## src/rtl/pipe_pkg.sv

```systemverilog
// Shared definitions for the 64-bit pipeline: opcodes, instruction field
// positions and the ID/EX control and register bundles.
package pipe_pkg;

  localparam int XLEN        = 64;
  localparam int IMM_FIELD_W = 17;

  localparam logic [5:0] OP_NOP  = 6'd0;
  localparam logic [5:0] OP_ADD  = 6'd1;
  localparam logic [5:0] OP_SUB  = 6'd2;
  localparam logic [5:0] OP_AND  = 6'd3;
  localparam logic [5:0] OP_OR   = 6'd4;
  localparam logic [5:0] OP_XOR  = 6'd5;
  localparam logic [5:0] OP_SLL  = 6'd6;
  localparam logic [5:0] OP_SRL  = 6'd7;
  localparam logic [5:0] OP_ADDI = 6'd8;
  localparam logic [5:0] OP_LW   = 6'd9;
  localparam logic [5:0] OP_SW   = 6'd10;
  localparam logic [5:0] OP_BEQ  = 6'd11;
  localparam logic [5:0] OP_BNE  = 6'd12;
  localparam logic [5:0] OP_J    = 6'd13;

  localparam int OP_MSB  = 31;
  localparam int OP_LSB  = 26;
  localparam int RD_MSB  = 25;
  localparam int RD_LSB  = 23;
  localparam int RS_MSB  = 22;
  localparam int RS_LSB  = 20;
  localparam int RT_MSB  = 19;
  localparam int RT_LSB  = 17;

  typedef struct packed {
    logic wena;
    logic memrd;
    logic memwr;
    logic branch;
    logic use_imm;
  } ctrl_t;

  localparam ctrl_t CTRL_NONE = '0;

  typedef enum logic {
    ST_RUN   = 1'b0,
    ST_STALL = 1'b1
  } id_state_e;

  typedef struct packed {
    logic             valid;
    logic [5:0]       op;
    logic [2:0]       rd;
    logic [2:0]       rs;
    logic [2:0]       rt;
    logic [XLEN-1:0]  a;
    logic [XLEN-1:0]  b;
    logic [XLEN-1:0]  imm;
    logic [31:0]      pc;
    ctrl_t            ctrl;
  } idex_t;

endpackage

```

## src/rtl/id_decoder.sv

```systemverilog
// Combinational opcode decode: control bundle, which source fields are read,
// and the opcode as it is forwarded (unknown opcodes collapse to NOP).
module id_decoder
  import pipe_pkg::*;
(
  input  logic [5:0] op,
  output logic [5:0] op_norm,
  output ctrl_t      ctrl,
  output logic       use_rs,
  output logic       use_rt
);

  always_comb begin
    op_norm = op;
    ctrl    = CTRL_NONE;
    use_rs  = 1'b0;
    use_rt  = 1'b0;
    case (op)
      OP_NOP: ;
      OP_ADD, OP_SUB, OP_AND, OP_OR, OP_XOR, OP_SLL, OP_SRL: begin
        ctrl.wena = 1'b1;
        use_rs    = 1'b1;
        use_rt    = 1'b1;
      end
      OP_ADDI: begin
        ctrl.wena    = 1'b1;
        ctrl.use_imm = 1'b1;
        use_rs       = 1'b1;
      end
      OP_LW: begin
        ctrl.wena    = 1'b1;
        ctrl.memrd   = 1'b1;
        ctrl.use_imm = 1'b1;
        use_rs       = 1'b1;
      end
      // rt carries the store data, so it is a real source for hazards
      OP_SW: begin
        ctrl.memwr   = 1'b1;
        ctrl.use_imm = 1'b1;
        use_rs       = 1'b1;
        use_rt       = 1'b1;
      end
      OP_BEQ, OP_BNE: begin
        ctrl.branch = 1'b1;
        use_rs      = 1'b1;
        use_rt      = 1'b1;
      end
      OP_J: begin
        ctrl.branch = 1'b1;
      end
      default: op_norm = OP_NOP;
    endcase
  end

endmodule

```

## src/rtl/id_stage.sv

```systemverilog
// Instruction-decode stage: register-file addressing, ID/EX register, load-use
// stall FSM and bubble counter. Hazard logic is built only with LOAD_USE_STALL_EN.
module id_stage
  import pipe_pkg::*;
#(
  parameter int IMM_W = IMM_FIELD_W
) (
  input  logic        clk,
  input  logic        rst_n,
  input  logic        in_valid,
  input  logic [31:0] in_instr,
  input  logic [31:0] in_pc,
  input  logic        flush,
  input  logic        ex_hold,
  output logic [2:0]  r0addr,
  output logic [2:0]  r1addr,
  input  logic [63:0] r0data,
  input  logic [63:0] r1data,
  output logic        stall,
  output logic        out_valid,
  output logic [5:0]  out_op,
  output logic [2:0]  out_rd,
  output logic [2:0]  out_rs,
  output logic [2:0]  out_rt,
  output logic [63:0] out_a,
  output logic [63:0] out_b,
  output logic [63:0] out_imm,
  output logic [31:0] out_pc,
  output logic        out_wena,
  output logic        out_memrd,
  output logic        out_memwr,
  output logic        out_branch,
  output logic        out_use_imm,
  output logic [31:0] stall_count,
  output logic        dbg_state
);

  // Handshake: IF presents in_valid/in_instr; while stall=1 IF must hold the
  // same instruction and PC for the next edge. out_valid marks a live ID/EX slot.

  logic [5:0] op_norm;
  ctrl_t      dec_ctrl;
  logic       use_rs;
  logic       use_rt;

  idex_t      idex_q, idex_d;
  idex_t      issue, bubble;
  id_state_e  state_q, state_d;
  logic [31:0] cnt_q, cnt_d;
  logic       hazard;

  id_decoder u_dec (
    .op      (in_instr[OP_MSB:OP_LSB]),
    .op_norm (op_norm),
    .ctrl    (dec_ctrl),
    .use_rs  (use_rs),
    .use_rt  (use_rt)
  );

  assign r0addr = in_instr[RS_MSB:RS_LSB];
  assign r1addr = in_instr[RT_MSB:RT_LSB];

  always_comb begin
    issue       = '0;
    issue.valid = 1'b1;
    issue.op    = op_norm;
    issue.rd    = in_instr[RD_MSB:RD_LSB];
    issue.rs    = in_instr[RS_MSB:RS_LSB];
    issue.rt    = in_instr[RT_MSB:RT_LSB];
    issue.a     = r0data;
    issue.b     = r1data;
    issue.imm   = {{(XLEN-IMM_W){in_instr[IMM_W-1]}}, in_instr[IMM_W-1:0]};
    issue.pc    = in_pc;
    issue.ctrl  = dec_ctrl;
    bubble       = issue;
    bubble.valid = 1'b0;
    bubble.ctrl  = CTRL_NONE;
  end

`ifdef LOAD_USE_STALL_EN
  // Only a load sitting in ID/EX can create a hazard; a bubble never can.
  always_comb begin
    hazard = in_valid && idex_q.valid && idex_q.ctrl.memrd && (state_q == ST_RUN) &&
             ((use_rs && (idex_q.rd == issue.rs)) || (use_rt && (idex_q.rd == issue.rt)));
  end
`else
  logic unused_srcs;
  assign unused_srcs = use_rs ^ use_rt;
  assign hazard      = 1'b0;
`endif

  always_comb begin
    idex_d  = idex_q;
    state_d = state_q;
    cnt_d   = cnt_q;
    stall   = 1'b0;
    if (flush) begin
      idex_d  = bubble;
      state_d = ST_RUN;
    end else if (ex_hold) begin
      stall = 1'b1;
    end else if (hazard) begin
      stall   = 1'b1;
      idex_d  = bubble;
      state_d = ST_STALL;
      cnt_d   = cnt_q + 32'd1;
    end else begin
      idex_d  = in_valid ? issue : bubble;
      state_d = ST_RUN;
    end
  end

  always_ff @(posedge clk or negedge rst_n) begin
    if (!rst_n) begin
      idex_q  <= '0;
      state_q <= ST_RUN;
      cnt_q   <= '0;
    end else begin
      idex_q  <= idex_d;
      state_q <= state_d;
      cnt_q   <= cnt_d;
    end
  end

  assign out_valid   = idex_q.valid;
  assign out_op      = idex_q.op;
  assign out_rd      = idex_q.rd;
  assign out_rs      = idex_q.rs;
  assign out_rt      = idex_q.rt;
  assign out_a       = idex_q.a;
  assign out_b       = idex_q.b;
  assign out_imm     = idex_q.imm;
  assign out_pc      = idex_q.pc;
  assign out_wena    = idex_q.ctrl.wena;
  assign out_memrd   = idex_q.ctrl.memrd;
  assign out_memwr   = idex_q.ctrl.memwr;
  assign out_branch  = idex_q.ctrl.branch;
  assign out_use_imm = idex_q.ctrl.use_imm;
  assign stall_count = cnt_q;
  assign dbg_state   = state_q;

endmodule

```

## config.mk

```make
export PLATFORM = sky130hd
export DESIGN_NAME = id_stage
export DESIGN_NICKNAME = d
export VERILOG_FILES = /design/src/rtl/pipe_pkg.sv /design/src/rtl/id_decoder.sv /design/src/rtl/id_stage.sv
export SDC_FILE = /design/constraint.sdc
export NUM_CORES = 1
export LEC_CHECK = 0
export CORE_AREA = 4 4 185 187
export DETAILED_ROUTE_END_ITERATION = 7
export DIE_AREA = 0 0 189 191
export HOLD_SLACK_MARGIN = 0.03
export PLACE_DENSITY = 0.7
export SLEW_MARGIN = 30
export SYNTH_ARGS = -nofsm -noshare
export SYNTH_HDL_FRONTEND = slang
export SYNTH_SLANG_ARGS = --single-unit
export TNS_END_PERCENT = 5
```

## constraint.sdc

```tcl
create_clock -name clk -period 1.7 [get_ports clk]
set_input_delay 0.34 -clock clk [delete_from_list [all_inputs] [get_ports clk]]
set_output_delay 0.34 -clock clk [all_outputs]
set_load 0.01 [all_outputs]
```

; After elaboration in Yosys (flattened, before gate mapping)
; Index checks and enable logic that the tools add are counted.
; W data, S select, Z words.
[classes]
eq_ne = 14
n_reduce_logical = 5
muxes = 13
[op_table]
columns = operator, count
row1 = $mux W245, 3
row2 = $eq A6 B4 Y1 const B, 6
row3 = $eq A6 B3 Y1 const B, 4
row4 = $reduce_or A14 Y1, 1
row5 = $eq A6 B2 Y1 const B, 2
row6 = $mux W1, 9
row7 = $reduce_or A9 Y1, 1
row8 = $eq A6 B1 Y1 const B, 1
row9 = $logic_not A6 Y1, 1
row10 = $mux W6, 1
row11 = $reduce_or A3 Y1, 2
row12 = $ne A2 B2 Y1 const B, 1
[totals]
in_bits = 197
ff_bits = 246
output_inout_bits = 285
word_cells = 47

; Depth between registers and ports, before layout
[logic_depth]
word_depth = 6
mapped_depth = 6
ltp_nobuf = 3

; Hierarchy
; Synthesis repeated with hierarchy kept, for this count alone.
[unflattened]
hier_cells = 541
area_unflattened_um2 = 8927.3
[by_module_without_submodules]
columns = mod, cells_per_inst, area_each_um2, n_inst, seq_area_each_um2
row1 = id_stage, 511, 8717.1, 1, 4954.8
row2 = id_decoder, 30, 210.2, 1, 0.0

; Worst setup path after synthesis
; No wires, ideal clock.
[synth_timing]
kind = reg-to-output
from = register out_imm[62] (netlist name)
to = output out_imm[17]
arrival_time_ns = 1.330
slack_ns = 0.030
path_buffers = 1
path_stages_with_launch = 2
required_time_ns = 1.360
cell_sequence = dfrtp_1 > buf_4
[synth_lines]
columns = item, line_no
row1 = "end, declared", id_stage.sv:27  ; output logic [63:0] out_imm,

==> results list <==
- Setup repair after global routing could not meet its margin everywhere.
- Final Critical Period: 1.69 ns
- In this run the most critical hold path is launched from flush.
* Syn_area_per_cell: 16.8 um^2
- Ys Warns: 0
- The analysis attributes to cell leakage a power of 6.55 nW.
- The signal on the critical path passes through buf_12, dlygate4sd2_1.
- Required time at the endpoint of the critical path: 1.36 ns
- In this run the core area contains 66 standard-cell rows.
* Clock tree root driver cell: sky130_fd_sc_hd__clkbuf_16
- STA classifies the critical path endpoint as a primary output.
* Multi-input logic area: 0.00305 mm^2
* Routed WL: 26200 um
- Nets@finish: 1161
- Synthesis produced 525 cells.
* Max-cap violation count: 0
- At the end of the flow the core is filled with cells to 0.425.
- TritonCTS built the clock tree.
- Count of buffers inserted at the top-level ports: 448
- Ranking of synthesized cells by area: sky130_fd_sc_hd__dfrtp_1 56%, sky130_fd_sc_hd__mux2_4 28%, sky130_fd_sc_hd__buf_4 7.3%
- The die is 189 um wide.
* Share of the clock period used by the worst path: 0.997
- Max clock buf depth: 2
* Area grow syn2layout: 56.6%
- FF-to-FF End: out_imm[62]$_DFFE_PN0N_
- Antenna diodes: 0
* Total count of max-transition violations in the final report: 0
- Global routing finished with a remaining overflow of 0.
- Setup violations remaining at the end of the flow were counted as 0.
- From bottom edge to top edge, the die measures 191 um.
- Kind of path behind the tightest hold check: primary input to flop
* Pin count of the biggest net entering global routing: 40
- Once layout is complete, the cells apart from fillers number 1418.
- Once placement completed, the tool counted placed cells totaling 1381.
* Number of buffers and inverters on the critical path: 2
- Initial drt markers: 143
* Fraction of layout instances using a drive strength above 1: 0.302
- The first global-routing pass estimated 38100 um of wire.
* Crit path max-delay family: buffers and inverters
- Initial antenna violation count: 0
- Final HPWL from detailed placement: 20300 um
* Critical path's largest stage delay: 0.45 ns
- The run finished with clean final reports.
- For the worst setup path, the data arrival time is 1.35 ns.
- Register clock-pin slew on the reported worst setup and hold paths: 0.07 ns
- Number of unique standard cell types used by synthesis: 23
- Total design power: 11.7 mW
- The biggest area contributor in the post-synthesis netlist is sky130_fd_sc_hd__dfrtp_1.
- Number of buffers added by the clock tree synthesis step: 17
* GRT Resource Usage Total: 0.139
- Across the whole layout, storage elements account for 0.00496 mm^2.
- Counting the fill cells in the layout gives 3067.
- The region available for standard cell placement spans 0.0325 mm^2.
- The clock net in this run drives a total of 198 sinks.
- Sink of the worst hold path: out_valid$_DFFE_PN0N_
- Vias in the first global route: 6257
* Hold Vio Cnt, Final: 0
- Post-Layout Inst Area: 0.0138 mm^2
- Count of boundary I/O pins: 482
- In this run the cell area measured after placement is 0.0135 mm^2.
- The detail route stage leaves a number of antenna-violating nets equal to 0.
- Measured in cells, the most critical reg-to-reg path has a length of 2.
- The H-tree was split into 4 levels.
* Final-layout setup total negative slack: 0 ns
- In the routed layout, each cell is associated on average with a via count of 4.03.
- After synthesis the cells add up to 0.00881 mm^2.
- WHS Path Cells: 3
- Max Fanout on Critical Path: 24
- Worst clock skew: 0 ns
- In the final routed layout, each cell accounts on average for 18.5 um.
- Total die area: 0.0361 mm^2
* Maximum ir drop on the vdd rail: 0.000761 V
- The worst register-to-register path begins at out_imm[62]$_DFFE_PN0N_.
* Number of synthesized register bits: 198
- Static timing analysis puts the maximum clock frequency at 0.590 GHz.
- Register-to-register setup slack: 0.75 ns
- Initial cell density of the core: 0.272
- Summing over every cut layer, the via total after detailed routing is 5710.
* Setup crit start kind: flop
* Worst-Skew Late Latency: 0.43 ns
- In this run the power density over the cells is 849 mW/mm^2.
* First-pass iteration count of the detailed router: 4
- DRC Markers: 0
- Share of the synthesized area in the top cell type: 0.562
- Of the synthesized area, sequential elements account for 0.562.
- Global placement routability congestion: 0.779
- The slowest stage of the critical path belongs to the cell sky130_fd_sc_hd__dfrtp_2.
- The critical path is of the flop to primary output type.
## worst max path at each step
stage	from	end	slack, ns	depth (start not counted)
6_report	out_imm[62]$_DFFE_PN0N_	out_imm[25]	0.006	2
5_1_grt	out_imm[62]$_DFFE_PN0N_	out_imm[19]	-0.03	2
3_3_place_gp	ex_hold	out_a[3]$_DFFE_PN0N_	-0.47	5
3_5_place_dp	ex_hold	out_a[23]$_DFFE_PN0N_	-0.49	5
2_1_floorplan	out_imm[62]$_DFFE_PN0N_	out_imm[17]	0.03	1
4_1_cts	out_imm[62]$_DFFE_PN0N_	out_imm[57]	-0.08	2
## sequential cells by signal, summed over array words and instances, names as in the netlist
name / count
out_a: 64
out_b: 64
out_pc: 32
out_imm: 17
out_op: 6
out_rd: 3
out_rs: 3
out_rt: 3
out_branch: 1
out_memrd: 1
out_memwr: 1
out_use_imm: 1
out_valid: 1
out_wena: 1
## worst reg2reg max path, delay by kind of cell (launching register included)
| kind | cells | cell delay [ns] |
|---|---|---|
| muxes | 1 | 0.24 |
| buffers and inverters | 1 | 0.15 |
| DFF | 1 | 0.45 |
## cells by family (layout without fill, tap and decap cells)
| group | Yosys count | count (layout) | share of synthesized area |
|---|---|---|---|
| compound gates | 12 | 12 | 0.0114 |
| buf+inv | 113 | 532 | 0.107 |
| flops | 198 | 198 | 0.562 |
| mux | 187 | 187 | 0.309 |
| other cells | 1 | 33 | 0.000425 |
| simple gates | 14 | 14 | 0.0106 |
## synth_stat cells
cell	n
sky130_fd_sc_hd__a22o_1	1
sky130_fd_sc_hd__a311o_2	1
sky130_fd_sc_hd__a32o_1	4
sky130_fd_sc_hd__and2_1	2
sky130_fd_sc_hd__buf_2	3
sky130_fd_sc_hd__buf_4	86
sky130_fd_sc_hd__buf_6	9
sky130_fd_sc_hd__buf_8	11
sky130_fd_sc_hd__conb_1	1
sky130_fd_sc_hd__dfrtp_1	198
sky130_fd_sc_hd__inv_1	4
sky130_fd_sc_hd__mux2_2	22
sky130_fd_sc_hd__mux2_4	164
sky130_fd_sc_hd__mux2i_1	1
sky130_fd_sc_hd__nand2_1	5
sky130_fd_sc_hd__nand3b_1	1
sky130_fd_sc_hd__nand4_1	1
sky130_fd_sc_hd__nor2_1	2
sky130_fd_sc_hd__nor2b_1	1
sky130_fd_sc_hd__nor4_4	1
sky130_fd_sc_hd__o21ai_0	2
sky130_fd_sc_hd__o31ai_1	4
sky130_fd_sc_hd__or4b_4	1
## layout make-up
class                      instances  share of cell area
inverter                           4             0.00109
clock buffer                      21              0.0319
sequential                       198               0.359
clock inverter                    10             0.00725
timing repair buffer             497               0.340
multi-input combinational        246               0.221
tap                              442              0.0401
## through the flow
step	hold WS, ns	setup WS (ns)
final	0.302	0.00583
after detailed placement	0.316	-0.487
after CTS	0.383	-0.0774
after global routing	0.295	-0.0347
after floorplan	0.0444	0.0297
after global placement	0.316	-0.468
## layer usage
layer | global-route usage | part of all wire | vias up
met5 | 0 | 0 | -
met4 | 0.0499 | 0.018 | 0
met3 | 0.0601 | 0.096 | 19
met2 | 0.240 | 0.50 | 298
met1 | 0.153 | 0.38 | 2828
li1 | - | - | 2565
## power by group
part	internal (mW)	switching, mW
combinational	1.52	0.998
clock	2.03	1.86
sequential	5.09	0.219
total	8.64	3.07
## what timing repair did
action	CTS	global route
setup buffers	3	1
setup endpoints to repair	245	64
endpoints found under the hold margin	30	0
gates resized for setup	334	19
gates cloned	1	0
hold buffers	1	0
## layout by cell type, fill, tap and decap left out, types with 14 or more instances in the layout
master,count
sky130_fd_sc_hd__mux2_2,22
sky130_fd_sc_hd__clkdlybuf4s50_1,193
sky130_fd_sc_hd__dfrtp_1,196
sky130_fd_sc_hd__dlygate4sd2_1,203
sky130_fd_sc_hd__clkbuf_16,17
sky130_fd_sc_hd__buf_4,31
sky130_fd_sc_hd__buf_12,14
sky130_fd_sc_hd__clkdlybuf4s15_1,16
sky130_fd_sc_hd__conb_1,33
sky130_fd_sc_hd__buf_2,24
sky130_fd_sc_hd__mux2_4,164
No activity file was read; power rests on OpenSTA's default activity.
